### src/rtl/rr_mux_arbiter.sv
// rr_mux_arbiter
//   Round-robin arbiter that shares one registered output lane among four
//   requesters (a, b, c, d), each with its own valid/ready handshake.
//   The winning operand is captured in a one-entry output register that
//   drains to the downstream consumer of o_y.
//
// Ports
//   i_clk      clock, all state on the rising edge
//   i_rst_n    asynchronous active-low reset
//   i_a..i_d   requester 0..3 data (P_WIDTH)
//   i_valid    per-requester valid, bit n = requester n
//   o_ready    per-requester ready, one-hot or zero
//   o_y        registered selected data
//   o_valid    o_y holds a valid beat
//   i_ready    downstream accepts o_y this cycle
//   o_gnt_id   index of the requester whose data sits in o_y
//
// Parameters
//   P_WIDTH    data width
//   P_BURST    max consecutive beats per requester (1..15), burst build only
//
// Build option
//   RR_ARB_BURST_EN  when defined, a requester keeps first place in line for
//                    up to P_BURST consecutive beats before the pointer moves.
//
// Output register state
//   state    | meaning
//   ST_EMPTY | o_y holds no beat, a new beat may always be loaded
//   ST_FULL  | o_y holds a beat, reload only when downstream pops it

module rr_mux_arbiter #(
   parameter int P_WIDTH = 8,
   parameter int P_BURST = 4
) (
   input  logic               i_clk,
   input  logic               i_rst_n,
   input  logic [P_WIDTH-1:0] i_a,
   input  logic [P_WIDTH-1:0] i_b,
   input  logic [P_WIDTH-1:0] i_c,
   input  logic [P_WIDTH-1:0] i_d,
   input  logic [3:0]         i_valid,
   output logic [3:0]         o_ready,
   output logic [P_WIDTH-1:0] o_y,
   output logic               o_valid,
   input  logic               i_ready,
   output logic [1:0]         o_gnt_id
);

   typedef enum logic {
      ST_EMPTY = 1'b0,
      ST_FULL  = 1'b1
   } state_t;

   state_t               r_state;
   state_t               state_nxt;
   logic [1:0]           r_ptr;
   logic [1:0]           ptr_nxt;
   logic                 load_en;
   logic                 win_found;
   logic [1:0]           win_id;
   logic [P_WIDTH-1:0]   win_data;
   logic                 xfer;

   assign o_valid = (r_state == ST_FULL);
   assign load_en = (r_state == ST_EMPTY) | i_ready;

   // Priority search starting at r_ptr; the 2-bit index wraps naturally.
   always_comb begin
      logic [1:0] idx;
      win_found = 1'b0;
      win_id    = r_ptr;
      idx       = r_ptr;
      for (int k = 0; k < 4; k++) begin
         idx = r_ptr + 2'(k);
         if (!win_found && i_valid[idx]) begin
            win_found = 1'b1;
            win_id    = idx;
         end
      end
   end

   always_comb begin
      win_data = i_a;
      case (win_id)
         2'd0:    win_data = i_a;
         2'd1:    win_data = i_b;
         2'd2:    win_data = i_c;
         default: win_data = i_d;
      endcase
   end

   // Ready is gated by reset itself so no handshake can complete while
   // reset is asserted, including the cycle in which it is asserted.
   always_comb begin
      o_ready = 4'b0000;
      if (i_rst_n && load_en && win_found) begin
         o_ready[win_id] = 1'b1;
      end
   end

   assign xfer = |(i_valid & o_ready);

   always_comb begin
      state_nxt = r_state;
      case (r_state)
         ST_EMPTY: if (xfer) state_nxt = ST_FULL;
         ST_FULL: begin
            if (xfer)         state_nxt = ST_FULL;
            else if (i_ready) state_nxt = ST_EMPTY;
         end
         default:  state_nxt = ST_EMPTY;
      endcase
   end

   always_ff @(posedge i_clk or negedge i_rst_n) begin
      if (!i_rst_n) begin
         r_state <= ST_EMPTY;
      end else begin
         r_state <= state_nxt;
      end
   end

   always_ff @(posedge i_clk or negedge i_rst_n) begin
      if (!i_rst_n) begin
         o_y      <= '0;
         o_gnt_id <= 2'd0;
      end else if (xfer) begin
         o_y      <= win_data;
         o_gnt_id <= win_id;
      end
   end

`ifdef RR_ARB_BURST_EN
   logic [3:0] r_burst;
   logic [3:0] burst_nxt;
   logic [3:0] burst_cur;

   // While a burst is running the pointer sits on the holder, so a winner
   // equal to r_ptr continues the burst; any other winner starts fresh.
   always_comb begin
      ptr_nxt   = r_ptr;
      burst_nxt = r_burst;
      burst_cur = (win_id == r_ptr) ? r_burst : 4'd0;
      if (xfer) begin
         if (burst_cur < 4'(P_BURST - 1)) begin
            ptr_nxt   = win_id;
            burst_nxt = burst_cur + 4'd1;
         end else begin
            ptr_nxt   = win_id + 2'd1;
            burst_nxt = 4'd0;
         end
      end
   end

   always_ff @(posedge i_clk or negedge i_rst_n) begin
      if (!i_rst_n) begin
         r_burst <= 4'd0;
      end else begin
         r_burst <= burst_nxt;
      end
   end
`else
   // Burst length has no effect in the pure round-robin build.
   if (P_BURST < 1) begin : g_burst_unused
   end

   always_comb begin
      ptr_nxt = r_ptr;
      if (xfer) begin
         ptr_nxt = win_id + 2'd1;
      end
   end
`endif

   always_ff @(posedge i_clk or negedge i_rst_n) begin
      if (!i_rst_n) begin
         r_ptr <= 2'd0;
      end else begin
         r_ptr <= ptr_nxt;
      end
   end

endmodule

### config.mk
export PLATFORM = sky130hd
export DESIGN_NAME = rr_mux_arbiter
export DESIGN_NICKNAME = d
export VERILOG_FILES = /design/src/rtl/rr_mux_arbiter.sv
export SDC_FILE = /design/constraint.sdc
export NUM_CORES = 1
export LEC_CHECK = 0
export CORE_MARGIN = 2
export CORE_UTILIZATION = 37
export DETAILED_ROUTE_END_ITERATION = 8
export HOLD_SLACK_MARGIN = 0.06
export PLACE_DENSITY = 0.74
export SLEW_MARGIN = 10
export SYNTH_ARGS = -nofsm -noshare
export SYNTH_HDL_FRONTEND = slang
export SYNTH_SLANG_ARGS = --single-unit
export TNS_END_PERCENT = 20
### constraint.sdc
create_clock -name i_clk -period 2.95 [get_ports i_clk]
set_input_delay 0.4425 -clock i_clk [delete_from_list [all_inputs] [get_ports i_clk]]
set_output_delay 0.4425 -clock i_clk [all_outputs]
set_load 0.005 [all_outputs]
==> impl_metrics.tcl <==
set metrics [dict create \
    status "finished, final reports clean" \
    cp_max_fo 5 \
    worstSetupStartpointType "input pin" \
    fin_util_pct 68.8 \
    period_needed_ps 2830 \
    grt_max_degree 17 \
    cp.arrival_ps 2390 \
    synthDistinctLibCells 26 \
    synth_area_leader_cell "dfrtp_1" \
    antenna_left 0 \
    wl_met1_mm 1.23 \
    first_global_vias 957 \
    dp_hpwl_mm 2.32 \
    crit_start "i_valid[0]" \
    synth-edff-count 0 \
    firstDrtPassIters 5 \
    overflow 0 \
    p_leak_nw 0.717 \
    slew_headroom_pct 62.4 \
    place_worst_setup_slack_ps -96.4 \
    synth_nets 131 \
    top_layer_used "met4" \
    ys_top_cells_by_area "dfrtp_1, mux2_4, a222oi_1, ha_1, o21ai_0" \
    setup_viol 0 \
    fp.dieW_microns 54.3 \
    synth-main-ff-cell "dfrtp_1" \
    worstReg2RegStart "r_ptr[1]$_DFFE_PN0P_" \
    grt_pass1_wl_mm 4.40 \
    cts.sinks 13 \
    timing.final.hold_violations 0 \
    cts_tree "built" \
    cts_buffers 3 \
    area_growth_pct 78.5 \
    htree_levels 1 \
    placementRows 18 \
    synth.yosys.seq_area_share_pct 34.7 \
    clkLatencyLatePin_ps 280 \
    yosys_warnings 0 \
    via_per_inst 5.14 \
    num_io_pins 54 \
    coreArea_sq_um 2430 \
    fp.dieArea_sq_um 2950 \
    p_total_mw 1.35 \
    gr-usage-all-layers_pct 21.1 \
    die_h_microns 54.3 \
    initial_core_util_pct 38.5 \
    drtIter0Drc 38 \
    layout-drive-gt1-share_pct 33.5 \
    rsz0062_at_grt "no" \
    required_ps 2510 \
    wl_met3_microns 272 \
    endpoint_kind "output port" \
    synthArstFlopShare_pct 100 \
    reg2reg_depth 8 \
    synth_area_per_cell_sq_um 10.8 \
    ir_drop_mv 0.506 \
    setup_slack_ps 116 \
    crit_type "input pin to output port" \
    ys_ff_latch 13 \
    clockRootBuffer "clkbuf_4" \
    cap_viol_max_count 0 \
    portBuffers 53 \
    wl_per_cell_microns 16.2 \
    mappedNetlistArea_sq_um 937 \
    cts_buffer_depth 2 \
    fin_skew_ps 5.51 \
    routabilityCongestion 0.807 \
    post-route-drc-count 0 \
    antenna_found_initial 0 \
    max_freq_mhz 353 \
    power.density_nw_per_um2 807 \
    wl_met2_mm 1.46 \
    worst_slew_pin_slew_ps 563 \
    drt_wl_total_mm 2.99 \
    fin_crit_sh_pct 96.1 \
    vias 950 \
    placedCellCount 178 \
    syn-instance-count 87 \
    min-delay-path-class "input pin to async pin" \
    r2r_setup_slack_ps 540 \
    antenna_cells 0 \
    finalMaxSlewViolations 0 \
    synth_top_area_share_pct 34.7 \
    instances_no_fill 185 \
    nets 200 \
    path_clk_slew_ps 80 \
]
critical path, stage by stage:
cell and delay, ps:
clkdlybuf4s50_1 470, and2b_2 200, a21oi_2 50, o221a_4 320
inv_2 90, ha_2 210, and2_2 140, clkdlybuf4s50_1 480
cell families after synthesis:
group / share of synthesized area [%]
adder cells (fa/ha/maj): 6.68
buffers and inverters: 5.61
AO/OA/AOI/OAI: 21.2
AND/OR/NAND/NOR: 13.8
flip-flops: 34.7
multiplexers: 18.0
worst paths after layout:
check                                     end
max                                o_ready[2]
min                         o_valid$_DFF_PN0_
max reg2reg                o_y[0]$_DFFE_PN0P_
min reg2reg                o_y[6]$_DFFE_PN0P_
max in group asynchronous  o_y[0]$_DFFE_PN0P_
min in group i_clk         o_y[6]$_DFFE_PN0P_
stage by stage:
stage / TNS [ps] / instance area [sq um] / hold WS [ps]
floorplan: 0 / 937 / 147
CTS: 0 / 1600 / 488
global placement: 0 / 1570 / 493
finish: 0 / 1670 / 485
detailed placement: -657 / 1570 / 498
global route: 0 / 1670 / 491
sequential cells by signal, indices dropped and copies added, names as in the netlist:
| register | cells |
|---|---|
| o_valid | 1 |
| o_y | 8 |
| o_gnt_id | 2 |
| r_ptr | 2 |
cell usage after synthesis (2+ instances only):
cell	number
nor2_1	2
mux2_2	3
o21ai_0	8
and2_2	4
inv_1	4
clkbuf_1	2
nor2b_1	2
a22oi_1	2
a222oi_1	8
dfrtp_1	13
mux2_4	9
a21oi_1	4
nand2_1	9
ha_1	5
routing by layer:
| metal | vias to the layer above | GRT usage, % |
|---|---|---|
| met3 | 5 | 5.74 |
| met4 | 0 | 8.75 |
| met2 | 39 | 36.9 |
| li1 | 459 | - |
| met5 | - | 0 |
| met1 | 447 | 24.0 |
layout by cell type, fill, tap and decap left out, types with 2 or more instances in the layout:
cell              n
clkdlybuf4s50_1  51
buf_4            16
dfrtp_1          13
nand2_1           9
mux2_4            9
a222oi_1          8
o21ai_0           8
and2_2            4
inv_1             3
mux2_2            3
ha_2              3
clkbuf_4          3
a21oi_2           2
nor2_1            2
a21oi_1           2
a22oi_1           2
dlymetal6s2s_1    2
report_power, final:
| part | internal (mW) | switching (mW) |
|---|---|---|
| clock | 0.0525 | 0.0574 |
| combinational | 0.555 | 0.353 |
| sequential | 0.266 | 0.0658 |
| total | 0.874 | 0.476 |
repair_timing:
item                                    4_1_cts  5_1_grt
endpoints found under the setup margin        3        4
setup buffers                                 0        3
hold buffers                                  0        0
gates resized for setup                       1       14
pin swaps                                     0        2
layout make-up:
cell class | count | area [sq um]
repair buffers | 69 | 656
inverters | 4 | 15.0
multi-input cells | 65 | 613
well taps | 30 | 37.5
flip-flops and latches | 13 | 325
clock buffers | 4 | 26.3
fillers | 191 | 759
Power figures use the tool's default switching activity.
